`src/rtl/mem_port_arbiter_pkg.sv`:
```
// Shared core definitions used by the RAM port arbiter.
// Provides the instruction_type enum, the 32-bit word type, the RAM size,
// the arbiter ownership enum and load/store classification helpers.
package mem_port_arbiter_pkg;

    typedef logic [31:0] wires32;

    localparam int unsigned MEMORY_SIZE = 131072;

    typedef enum logic [4:0] {
        ADD, SUB, SLL, SLT, SLTU, SRL, SRA,
        LB, LH, LW, LBU, LHU,
        SB, SH, SW,
        BEQ, BNE, JAL, JALR, LUI, AUIPC
    } instruction_type;

    // Who owns the RAM port in a given cycle.
    typedef enum logic [1:0] {
        OWN_NONE,
        OWN_I,
        OWN_D
    } mem_owner;

    function automatic logic is_load(instruction_type op);
        return op inside {LB, LH, LW, LBU, LHU};
    endfunction

    function automatic logic is_store(instruction_type op);
        return op inside {SB, SH, SW};
    endfunction

    // Alignment check only; range and op legality are checked separately.
    function automatic logic is_misaligned(instruction_type op, logic [1:0] off);
        logic half_op;
        logic word_op;
        half_op = op inside {LH, LHU, SH};
        word_op = op inside {LW, SW};
        return (half_op && off[0]) || (word_op && (off != 2'b00));
    endfunction

endpackage

```
`src/rtl/mem_port_arbiter_load_align.sv`:
```
// Load alignment: selects the byte/half addressed by off_i from a RAM word
// and sign- or zero-extends it according to op_i. LW passes the word through
// (also used for instruction fetch). Any non-load op yields 0.
//   rdata_i  - raw RAM read word
//   op_i     - access type captured at grant time
//   off_i    - byte offset within the word (addr[1:0])
//   result_o - extended load result
module mem_port_arbiter_load_align
    import mem_port_arbiter_pkg::*;
(
    input  wires32          rdata_i,
    input  instruction_type op_i,
    input  logic [1:0]      off_i,
    output wires32          result_o
);

    logic [7:0]  byte_sel;
    logic [15:0] half_sel;

    always_comb begin
        unique case (off_i)
            2'd0: byte_sel = rdata_i[7:0];
            2'd1: byte_sel = rdata_i[15:8];
            2'd2: byte_sel = rdata_i[23:16];
            2'd3: byte_sel = rdata_i[31:24];
        endcase
        half_sel = off_i[1] ? rdata_i[31:16] : rdata_i[15:0];

        result_o = '0;
        case (op_i)
            LB:      result_o = {{24{byte_sel[7]}}, byte_sel};
            LBU:     result_o = {24'b0, byte_sel};
            LH:      result_o = {{16{half_sel[15]}}, half_sel};
            LHU:     result_o = {16'b0, half_sel};
            LW:      result_o = rdata_i;
            default: result_o = '0;
        endcase
    end

endmodule

```
`src/rtl/mem_port_arbiter.sv`:
```
// Single RAM port shared between instruction fetch and the load/store unit.
// Data has priority; fetch is forced through after STARVE_LIMIT lost cycles.
// Illegal requests (misaligned, out of range, non-memory op) are granted but
// never reach the RAM; they get an error response one cycle later.
//   clk, rstn                        - clock, async active-low reset
//   i_req/i_addr/i_gnt               - fetch request channel
//   i_rvalid/i_rdata/i_err           - fetch response (cycle after grant)
//   d_req/d_op/d_addr/d_wdata/d_gnt  - data request channel
//   d_rvalid/d_rdata/d_err           - data response (cycle after grant)
//   mem_en/mem_we/mem_addr/mem_wdata - RAM request, mem_rdata one cycle later
module mem_port_arbiter
    import mem_port_arbiter_pkg::*;
#(
    parameter int unsigned STARVE_LIMIT = 4,
    parameter int unsigned MEM_BYTES    = MEMORY_SIZE
) (
    input  logic        clk,
    input  logic        rstn,
    input  logic        i_req,
    input  logic [31:0] i_addr,
    output logic        i_gnt,
    output logic        i_rvalid,
    output logic [31:0] i_rdata,
    output logic        i_err,
    input  logic        d_req,
    input  logic [4:0]  d_op,
    input  logic [31:0] d_addr,
    input  logic [31:0] d_wdata,
    output logic        d_gnt,
    output logic        d_rvalid,
    output logic [31:0] d_rdata,
    output logic        d_err,
    output logic        mem_en,
    output logic [3:0]  mem_we,
    output logic [31:0] mem_addr,
    output logic [31:0] mem_wdata,
    input  logic [31:0] mem_rdata
);

    typedef enum logic [1:0] {StIdle, StRespI, StRespD} state_e;

    instruction_type d_op_e;
    logic            fetch_forced;
    logic            i_ill;
    logic            d_ill;
    mem_owner        owner;
    logic [2:0]      starve_q, starve_d;

    state_e          state_q;
    instruction_type op_q;
    logic [1:0]      off_q;
    logic            err_q;
    wires32          align_data;

    assign d_op_e       = instruction_type'(d_op);
    assign fetch_forced = (starve_q == 3'(STARVE_LIMIT));

    // Grants are gated by rstn so nothing is accepted while in reset.
    assign i_gnt = rstn & i_req & (~d_req | fetch_forced);
    assign d_gnt = rstn & d_req & ~(i_req & fetch_forced);

    assign i_ill = (i_addr[1:0] != 2'b00) || (i_addr >= 32'(MEM_BYTES));
    assign d_ill = !(is_load(d_op_e) || is_store(d_op_e))
                 || is_misaligned(d_op_e, d_addr[1:0])
                 || (d_addr >= 32'(MEM_BYTES));

    always_comb begin
        if (i_gnt) begin
            owner = OWN_I;
        end else if (d_gnt) begin
            owner = OWN_D;
        end else begin
            owner = OWN_NONE;
        end
    end

    // RAM request; all zero unless a legal access is granted this cycle.
    always_comb begin
        mem_en    = 1'b0;
        mem_we    = 4'b0000;
        mem_addr  = '0;
        mem_wdata = '0;
        if (owner == OWN_I && !i_ill) begin
            mem_en   = 1'b1;
            mem_addr = {i_addr[31:2], 2'b00};
        end else if (owner == OWN_D && !d_ill) begin
            mem_en   = 1'b1;
            mem_addr = {d_addr[31:2], 2'b00};
            case (d_op_e)
                SB: begin
                    mem_we    = 4'b0001 << d_addr[1:0];
                    mem_wdata = {4{d_wdata[7:0]}};
                end
                SH: begin
                    mem_we    = 4'b0011 << d_addr[1:0];
                    mem_wdata = {2{d_wdata[15:0]}};
                end
                SW: begin
                    mem_we    = 4'b1111;
                    mem_wdata = d_wdata;
                end
                default: ;
            endcase
        end
    end

    // Saturating count of consecutive cycles fetch waited while requesting.
    always_comb begin
        if (!i_req || i_gnt) begin
            starve_d = '0;
        end else if (starve_q != 3'd7) begin
            starve_d = starve_q + 3'd1;
        end else begin
            starve_d = starve_q;
        end
    end

    always_ff @(posedge clk or negedge rstn) begin
        if (!rstn) begin
            starve_q <= '0;
        end else begin
            starve_q <= starve_d;
        end
    end

    // Response FSM: remembers what was granted so the next cycle can return it.
    always_ff @(posedge clk or negedge rstn) begin
        if (!rstn) begin
            state_q <= StIdle;
            op_q    <= LW;
            off_q   <= 2'b00;
            err_q   <= 1'b0;
        end else begin
            case (owner)
                OWN_I: begin
                    state_q <= StRespI;
                    op_q    <= LW;
                    off_q   <= 2'b00;
                    err_q   <= i_ill;
                end
                OWN_D: begin
                    state_q <= StRespD;
                    op_q    <= d_op_e;
                    off_q   <= d_addr[1:0];
                    err_q   <= d_ill;
                end
                default: begin
                    state_q <= StIdle;
                end
            endcase
        end
    end

    mem_port_arbiter_load_align u_load_align (
        .rdata_i  (mem_rdata),
        .op_i     (op_q),
        .off_i    (off_q),
        .result_o (align_data)
    );

    assign i_rvalid = (state_q == StRespI);
    assign i_err    = i_rvalid & err_q;
    assign i_rdata  = (i_rvalid && !err_q) ? align_data : '0;

    assign d_rvalid = (state_q == StRespD);
    assign d_err    = d_rvalid & err_q;
    assign d_rdata  = (d_rvalid && !err_q) ? align_data : '0;

endmodule

```
`config.mk`:
```
export PLATFORM = sky130hd
export DESIGN_NAME = mem_port_arbiter
export DESIGN_NICKNAME = d
export VERILOG_FILES = /design/src/rtl/mem_port_arbiter_pkg.sv /design/src/rtl/mem_port_arbiter_load_align.sv /design/src/rtl/mem_port_arbiter.sv
export SDC_FILE = /design/constraint.sdc
export NUM_CORES = 1
export LEC_CHECK = 0
export BUFFER_PORTS_ARGS = -buffer_cell sky130_fd_sc_hd__buf_2
export CORE_AREA = 2 2 108 110
export DETAILED_ROUTE_END_ITERATION = 16
export DIE_AREA = 0 0 110 112
export MAX_ROUTING_LAYER = met4
export PLACE_DENSITY = 0.63
export SYNTH_ARGS = -nofsm -noshare
export SYNTH_HDL_FRONTEND = slang
export SYNTH_SLANG_ARGS = --single-unit
```
`constraint.sdc`:
```
create_clock -name clk -period 3.19 [get_ports clk]
set_clock_uncertainty 0.1 [all_clocks]
set_input_delay 0.4785 -clock clk [delete_from_list [all_inputs] [get_ports clk]]
set_output_delay 0.4785 -clock clk [all_outputs]
set_load 0.05 [all_outputs]
```
Yosys cells after proc, flatten, opt, wreduce, memory -nomap -nowiden:

Index checks and enable logic that the tools add are counted.

* output and inout port bits: 139
* logic and storage cells: 91
* input bits: 137
* register bits after elaboration: 13

* add/subtract/negate cells: 1
* eq/ne operators: 22
* multiplexer cells: 23
* shifts and indexed selects: 2
* reduce and logical (&&, ||, !) cells: 26
* bitwise logic cells: 10
* order comparisons: 2

Operator list (count)
* two-way mux 32 bit: 6
* one-hot mux 32 bit (5 select lines): 1
* one-hot mux 32 bit (3 select lines): 1
* >= comparator 32 x 18 -> 1 bit (second input constant): 2
* equality test 5 x 4 -> 1 bit (second input constant): 11
* one-hot mux 8 bit (4 select lines): 1
* two-way mux 16 bit: 1
* one-hot mux 4 bit (3 select lines): 1
* equality test 5 x 3 -> 1 bit (second input constant): 2
* one-hot mux 5 bit (2 select lines): 1
* nonzero test 2 bit: 5
* equality test 2 bit (second input constant): 4
* two-way mux 4 bit: 2
* one-hot mux 2 bit (2 select lines): 2
* AND 1 bit: 7
* equality test 2 x 1 -> 1 bit (second input constant): 3
* logical AND 1 bit: 6
* logical OR 1 bit: 6
* two-way mux 3 bit: 2
* nonzero test 3 bit: 2
* zero test 1 bit: 5
* nonzero test 5 bit: 1
* two-way mux 2 bit: 2
* << shifter 1 x 2 -> 4 bit (first input constant): 1
* other kinds (9): 11

Logic depth before layout (Yosys ltp):

Gate-level depths: netlist (run 1).

* depth in word-level cells: 10
* mapped depth: 8
* depth with buffers taken out: 7

Modules after synthesis:

From an unflattened synthesis (run 1), not the netlist that was laid out.

* cell total of the unflattened synthesis: 444
* area total of the unflattened synthesis: 3231.8 um^2

By module, submodules not included
* mem_port_arbiter: area each 2268.4 um^2, instances 1, cells an instance 332, seq. area each 327.8 um^2
* mem_port_arbiter_load_align: area each 963.4 um^2, instances 1, cells an instance 112, seq. area each 0.0 um^2

Worst setup path after synthesis (run 1):

Ideal clock, no wire load.

* path kind: input to output
* from: input port d_op[1]
* to: output port mem_addr[2]
* path buffers: 2
* stages on the path: 6
* data required time: 2.612 ns
* arrival time: 3.087 ns
* slack: -0.475 ns
* path through: buf_6 -> nand2b_4 -> a211o_1 -> a311o_1 -> buf_6 -> o41ai_1

* word-level cells in the longest chain between the ends: 10
* elaborated cells between the ends (all ways): 23
* those cells by class: eq/ne (8); mux (2); reduce/logical (13)

RTL lines
* start: declaration: line mem_port_arbiter.sv:26 `input logic [4:0] d_op,`
* equality test 5 x 3 -> 1 bit (tied with other cells): line mem_port_arbiter_pkg.sv:25 `return op inside {LB, LH, LW, LBU, LHU};`
* nonzero test 5 bit (tied with other cells): line mem_port_arbiter_pkg.sv:25
* logical OR 1 bit or logical AND 1 bit (tied branches): line mem_port_arbiter.sv:63, mem_port_arbiter_pkg.sv:38
* zero test 1 bit or logical OR 1 bit (tied branches): line mem_port_arbiter.sv:63, mem_port_arbiter_pkg.sv:38
* logical OR 1 bit *: line mem_port_arbiter.sv:64 `|| is_misaligned(d_op_e, d_addr[1:0])`
* logical OR 1 bit *: line mem_port_arbiter.sv:65 `|| (d_addr >= 32'(MEM_BYTES));`
* zero test 1 bit *: line mem_port_arbiter.sv:86 `end else if (owner == OWN_D && !d_ill) begin`
* logical AND 1 bit *: line mem_port_arbiter.sv:86
* two-way mux 32 bit *: line mem_port_arbiter.sv:86
* two-way mux 32 bit *: line mem_port_arbiter.sv:83 `if (owner == OWN_I && !i_ill) begin`
* end: declaration: line mem_port_arbiter.sv:35 `output logic [31:0] mem_addr,`

Every way passes the cells marked *; elsewhere a longest branch is shown, timed or not.

Worst setup path after layout (run 1):

* from: input port d_op[4]
* to: output port mem_wdata[31]

* word-level cells in the longest chain between the ends: 10
* elaborated cells between the ends (all ways): 24
* those cells by class: eq/ne (8); mux (3); reduce/logical (13)

RTL lines
* equality test 5 x 3 -> 1 bit (tied with other cells): line mem_port_arbiter_pkg.sv:25
* nonzero test 5 bit (tied with other cells): line mem_port_arbiter_pkg.sv:25
* logical OR 1 bit or logical AND 1 bit (tied branches): line mem_port_arbiter.sv:63, mem_port_arbiter_pkg.sv:38
* zero test 1 bit or logical OR 1 bit (tied branches): line mem_port_arbiter.sv:63, mem_port_arbiter_pkg.sv:38
* logical OR 1 bit: line mem_port_arbiter.sv:64
* logical OR 1 bit: line mem_port_arbiter.sv:65
* zero test 1 bit: line mem_port_arbiter.sv:86
* logical AND 1 bit: line mem_port_arbiter.sv:86
* two-way mux 32 bit *: line mem_port_arbiter.sv:86
* two-way mux 32 bit *: line mem_port_arbiter.sv:83
* end: declaration: line mem_port_arbiter.sv:36 `output logic [31:0] mem_wdata,`

Marked as above.

==> results.md, run 1 <==
* Outcome: finished, final reports clean
* Share of synthesized registers carrying an async set or reset at 100%
* CP Data Required Time at 2.61 ns
* Startpoint class of the critical path: input pin
* Core Region at ~11000 sq um
* Post-DP HPWL at roughly 11000 um
* Starting Density at between 20 and 30%
* Crit-path cells: buf_2, nor4_1, nand4_1, a311o_2, buf_4, nor3_2, clkbuf_4
* # rows at 39
* Slowest-stage cell, CP: a311o_2
* Final Power at about 0.93 mW
* Slowest stage delay, CP at around 0.5 ns
* Crit Path Class: in2out
* Period minus WS final at approximately 3 ns
* Place WS at around 0.085 ns
* Critical path buffers and inverters at 3
* Die Y at about 110 um
* Seq/Total Area, Yosys at approximately 10%
* CTS tree: done
* Synth Register Bits at 13
* Global-route usage over all layers at approximately a fifth
* Post-synthesis cell type count at 56
* Worst slew pin tran at ~0.75 ns
* Multi-input logic area at 2640 sq um
* Via density at approximately 5.3
* Synth top area share at ~8.6%
* Max VDD drop at between 0.1 and 0.15 mV
* Pin count of the biggest net entering global routing at 37
* GRT overflow at 0
* Synth warnings at 0
* Final WL at around 13000 um
* Mean Syn Cell Area at 7.23 sq um
* Clk Latency, worst-skew pair at around 0.24 ns
* Final setup vio count at 0
* Worst-path maximum fanout at 33
* Reg-to-reg setup timing slack at 1.10 ns
* Crit share post-route at 96.3%
* Area leader, netlist: dfrtp_1
* First-pass GRT wire length at between 20000 and 25000 um
* Die area at approximately 12000 sq um
* Most frequent cells in the layout: buf_2 (256), nand2_1 (46), nor2_1 (43)
* Post-synthesis instance total at 444
* Drt wl/cell at approximately 16 um
* Max-capacitance violation count at 0
* Worst Hold Class: in2async
* Delay-heaviest family, CP: buffers and inverters
* IO Port Bufs at 258
* CTS buffer count at 3
* DR iter-0 viols at about 450
* Power Density at approximately 190 nW/um^2
* Most common cell after layout, fill and taps aside: buf_2
* Number of post-CTS setup repair buffers at 0
* RSZ-0062 raised after global routing: no
* Number of global-route vias before repair at 4090
* Router iterations before antenna repair at 5
* Number of synthesized flops with an enable pin at 0
* Fmax at 0.325 GHz
* Nets at slightly above 800
* # DRC at 0
* Share of layout cells above drive strength 1 at around 54%
* Main synth FF type: dfrtp_1
* Synth-to-Final Area Change at 50.4%
* Slew HR at 49.9%
* Fin util at 43.2%
* Initial antenna violation count at 2
* # IOs at 276
* CTS sink cnt at 13
* Flip-flop and latch area at ~330 sq um
* H-tree Lvls at 1
* Final ANT Viol Nets at 0
* Critical path capture point type: primary output
* Fillers at ~1100
* Vias at roughly 4400
* Root Buffer: clkbuf_16
* CP arrival at around 2.5 ns
* Gpl congestion at about 0.94
* Final WS setup at between 0.1 and 0.15 ns
* Largest cells by area after synthesis: dfrtp_1 (8.6%), and2_1 (6.8%), o41ai_2 (6.1%)
* Clock Pin Slew Worst Setup and Hold Paths at 0.04 ns
* Die width at roughly 110 um
* Clock buffer depth at 2
* Leak pwr at approximately 2.5 nW
* Fin. max-slew vios at 0
* Mapped cell area at roughly 3200 sq um
* Final Hold Viols at 0
[area by class of cell]
| type | instances | share of cell area (%) |
|---|---|---|
| Multi-Input combinational cell | 356 | 54.7 |
| Timing Repair Buffer | 280 | 30.5 |
| Sequential cell | 13 | 6.82 |
| Tap cell | 143 | 3.71 |
| Inverter | 32 | 2.49 |
| Clock buffer | 4 | 1.63 |
| Antenna cell | 2 | 0.104 |
[worst reg2reg max path, cell delays in order, from the launching register on]
cell	delay, ns
dfrtp_1	0.38
inv_1	0.06
ha_1	0.21
nand3_1	0.08
nand3_1	0.13
a311o_2	0.45
buf_4	0.33
o21a_1	0.24
[path summary, 6_finish.rpt]
check                           depth (start not counted)   startpoint       endpoint
worst min register to register                          2      op_q[0]        op_q[0]
min in group clk                                        3      d_op[2]        op_q[2]
worst max register to register                          7  starve_q[0]          err_q
worst max-delay path                                    7      d_op[4]  mem_wdata[31]
max in group asynchronous                               2         rstn        op_q[3]
worst min-delay path                                    2         rstn    starve_q[2]
[power breakdown]
part	internal, mW	total [mW]	leakage [nW]	switching, mW
clock network	0.168	0.236	0.0382	0.0675
registers	0.182	0.206	0.159	0.0243
logic	0.198	0.483	2.34	0.285
total	0.548	0.925	2.54	0.377
[metrics by stage]
step | hold WS [ns] | setup TNS [ns] | cell area (sq um) | instances
6_report | 0.0801 | 0 | 4830 | 830
5_1_grt | 0.0977 | 0 | 4830 | 830
4_1_cts | 0.0839 | 0 | 4810 | 828
3_5_place_dp | 0.343 | 0 | 4740 | 824
3_3_place_gp | 0.342 | 0 | 4740 | 824
2_1_floorplan | 0.0829 | -1.43 | 3450 | 460
[synth_stat cells (3+ instances only)]
library cell / n
dfrtp_1: 11
mux4_2: 8
nor3_1: 38
clkbuf_1: 20
buf_4: 23
nand2_1: 46
nor4_1: 7
nand4_1: 16
buf_6: 7
nand3b_1: 3
ha_1: 3
buf_2: 7
mux2i_1: 4
and2_1: 35
nor2b_1: 3
o41ai_2: 12
nand2b_1: 5
o21ai_0: 13
nor2_1: 43
inv_1: 32
a221oi_1: 8
a22oi_1: 24
and3_1: 3
a21oi_1: 9
mux2_2: 15
o21a_1: 3
nand3_1: 3
o41ai_1: 3
a222oi_1: 7
[registers in the layout, indices dropped and copies added (netlist names)]
name      count
off_q         2
op_q          5
state_q       2
err_q         1
starve_q      3
[timing repair]
action                                  4_1_cts  5_1_grt
resized for setup                             0        5
hold buffers                                  0        0
endpoints found under the setup margin        0       29
[layer usage]
layer / wire length [um] / track usage (%)
met1: 4700 / 22.1
met5: 0 / -
met4: 444 / 7.76
met2: 7090 / 39.1
met3: 1170 / 2.81
[logic make-up after synthesis]
logic type / count (synthesis) / share of synthesized area, %
AND/OR/NAND/NOR: 215 / 35.0
buffers and inverters: 91 / 15.3
adder cells (fa/ha/maj): 3 / 1.17
AO/OA/AOI/OAI: 92 / 25.5
XOR/XNOR: 2 / 0.546
multiplexers: 27 / 12.1
other: 1 / 0.117
flip-flops: 13 / 10.2
Power figures use the tool's default switching activity.
==> run 2: changes to the inputs <==
--- a/config.mk
+++ b/config.mk
@@ -6,11 +6,12 @@
 export NUM_CORES = 1
 export LEC_CHECK = 0
 export BUFFER_PORTS_ARGS = -buffer_cell sky130_fd_sc_hd__buf_2
-export CORE_AREA = 2 2 108 110
+export CORE_ASPECT_RATIO = 1.1
+export CORE_MARGIN = 1.5
+export CORE_UTILIZATION = 25
 export DETAILED_ROUTE_END_ITERATION = 16
-export DIE_AREA = 0 0 110 112
 export MAX_ROUTING_LAYER = met4
-export PLACE_DENSITY = 0.63
+export PLACE_DENSITY = 0.62
 export SYNTH_ARGS = -nofsm -noshare
 export SYNTH_HDL_FRONTEND = slang
 export SYNTH_SLANG_ARGS = --single-unit
==> results.md, run 2 (synthesis results as in run 1) <==
* CTS sink cnt at 13 (unchanged)
* Reg-to-Reg End: err_q (unchanged)
* Placed cell count at 842 (was 824)
* Final setup vio count at 0 (unchanged)
* Vias at 4290 (was 4361)
* GRT overflow at 0 (unchanged)
* Final WL at 13200 um (was 13400 um)
* Slowest-stage cell, CP: dfrtp_1 (was a311o_2)
* Max VDD drop at 0.134 mV (was 0.129 mV)
* CTS buffer count at 3 (unchanged)
* Most flop-heavy register: op_q (unchanged)
* Crit-path cells: inv_1, ha_1, nand3_1, nand3_1, a311o_2, buf_12, o41ai_2, buf_2 (was buf_2, nor4_1, nand4_1, a311o_2, buf_4, nor3_2, clkbuf_4)
* Final ANT Viol Nets at 0 (unchanged)
* Slowest stage delay, CP at 0.38 ns (was 0.50 ns)
* Critical path buffers and inverters at 3 (unchanged)
* Multi-input logic area at 2650 sq um (was 2640 sq um)
* Starting Density at 25.5% (was 28.7%)
* Top cell by count, worst path: nand3_1
* Die Y at 122 um (was 112 um)
* Root Buffer: clkbuf_16 (unchanged)
* # rows at 43 (was 39)
* Power Density at 191 nW/um^2 (was 192 nW/um^2)
* Reg-to-reg setup timing slack at 1.23 ns (was 1.10 ns)
* First-pass GRT wire length at 19900 um (was 20100 um)
* Fillers at 1385 (was 1117)
* Global-route usage over all layers at 18.5% (was 21.1%)
* Number of global-route vias before repair at 3945 (was 4090)
* Synth-to-Final Area Change at 52.0% (was 50.4%)
* Die area at 13500 sq um (was 12300 sq um)
* Pin count of the biggest net entering global routing at 54 (was 37)
* Most common cell after layout, fill and taps aside: buf_2 (unchanged)
* Final Hold Viols at 0 (unchanged)
* Ant. Diodes at 0 (was 2)
* Initial antenna violation count at 0 (was 2)
* Critical path capture point type: primary output (unchanged)
* Clk Latency, worst-skew pair at 0.24 ns (about the same)
* Fmax at 0.333 GHz (was 0.325 GHz)
* Leak pwr at 2.57 nW (was 2.54 nW)
* Clock Pin Slew Worst Setup and Hold Paths at 0.04 ns (about the same)
* Number of post-CTS setup repair buffers at 0 (unchanged)
* RSZ-0062 raised after global routing: no (unchanged)
* Regs by FF count: op_q (5), starve_q (3) (unchanged)
* Fin. max-slew vios at 0 (unchanged)
* Outcome: finished, final reports clean (unchanged)
* Worst Hold Class: in2async (unchanged)
* Share of layout cells above drive strength 1 at 53.7% (was 53.6%)
* Router iterations before antenna repair at 7 (was 5)
* Max reg flops at 5 (unchanged)
* Delay-heaviest family, CP: compound AO/OA/AOI/OAI gates (was buffers and inverters)
* Final Non-Filler Cells at 846 (was 830)
* Clock buffer depth at 2 (unchanged)
* Core Region at 12600 sq um (was 11200 sq um)
* H-tree Lvls at 1 (unchanged)
* CP arrival at 2.43 ns (was 2.49 ns)
* Crit Path Class: reg2out (was in2out)
* Post-DP HPWL at 10800 um (was 11100 um)
* Crit share post-route at 94.3% (was 96.3%)
* CP Data Required Time at 2.61 ns (about the same)
* Drt wl/cell at 15.6 um (was 16.2 um)
* Worst slew pin tran at 0.657 ns (was 0.749 ns)
* # IOs at 276 (unchanged)
* # DRC at 0 (unchanged)
* Max-capacitance violation count at 0 (unchanged)
* Startpoint class of the critical path: register (was input pin)
* Flip-flop and latch area at 328 sq um (was 329 sq um)
* Slew HR at 56.0% (was 49.9%)
* Hold Worst Slack at 0.0960 ns (was 0.0801 ns)
* Gpl congestion at 0.871 (was 0.938)
* CTS tree: done (unchanged)
* Period minus WS final at 3.01 ns (was 3.07 ns)
* Most frequent cells in the layout: buf_2 (258), nand2_1 (46), nor2_1 (43) (was buf_2 (256), nand2_1 (46), nor2_1 (43))
* Worst Reg-to-Reg Cells at 7 (unchanged)
* Die width at 111 um (was 110 um)
* DR iter-0 viols at 332 (was 445)
* Via density at 5.07 (was 5.25)
* Nets at 830 (was 826)
* Reg-to-Reg Start: starve_q[0] (unchanged)
* Worst-path maximum fanout at 53 (was 33)
* IO Port Bufs at 258 (unchanged)
## run 2: cell types whose count changed in the layout (fill, tap and decap cells not counted), sizes merged
cell	change
buf	+5
clkbuf	-1
diode	-2
## run 2: worst reg2reg max path, delay by kind of cell, from the launching register on
family                     cells  cell delay (ns)
AOI/OAI and AO/OA              2             0.62
DFF                            1             0.38
buffers and inverters          2             0.28
and+or+nand+nor                2             0.26
adders and majority gates      1             0.21
## run 2: worst max-delay path by stage
stage / slack (ns) / to / from / cells after the start
CTS: 0.02 / d_rdata[2] / op_q[3] / 6
detailed placement: 0.26 / mem_addr[5] / d_addr[20] / 7
finish: 0.18 / mem_addr[15] / starve_q[0] / 8
floorplan: -0.48 / mem_addr[2] / d_op[1] / 6
global route: 0.06 / mem_addr[4] / starve_q[0] / 8
global placement: 0.26 / mem_addr[2] / d_addr[20] / 7
## run 2: power breakdown
group | internal [mW] | switching [mW] | leakage (nW) | total (mW)
sequential | 0.182 | 0.0156 | 0.160 | 0.197
combinational | 0.206 | 0.299 | 2.37 | 0.505
clock | 0.168 | 0.0636 | 0.0382 | 0.232
total | 0.556 | 0.378 | 2.57 | 0.934
## run 2: final cells by class
type                       instances  area share [%]
inverter                          32            2.46
multi-input combinational        356            54.2
clock buffer                       4            1.62
timing repair buffer             284            31.0
tap                              157            4.03
sequential                        13            6.72
## run 2: through the flow
| step | setup TNS (ns) | util, % | setup slack, ns | cell area [sq um] | power (mW) |
|---|---|---|---|---|---|
| floorplan | -1.43 | - | -0.475 | 3450 | 0.527 |
| global placement | 0 | 38.1 | 0.256 | 4800 | 0.695 |
| finish | 0 | 38.8 | 0.183 | 4880 | 0.934 |
| CTS | 0 | 38.7 | 0.0201 | 4870 | 0.935 |
| detailed placement | 0 | 38.1 | 0.258 | 4800 | 0.700 |
| global route | 0 | 38.8 | 0.0648 | 4880 | 0.997 |
## run 2: metal layers
| metal | GRT usage, % | routed length, um | up-vias |
|---|---|---|---|
| met5 | - | 0 | - |
| met4 | 6.17 | 333 | 0 |
| met3 | 2.29 | 978 | 16 |
| met2 | 33.8 | 6780 | 237 |
| met1 | 21.0 | 5080 | 1963 |
| li1 | - | - | 2074 |
## run 2: what timing repair did
action | CTS | global route
hold buffers | 0 | 0
setup endpoints to repair | 0 | 30
resized for setup | 0 | 1
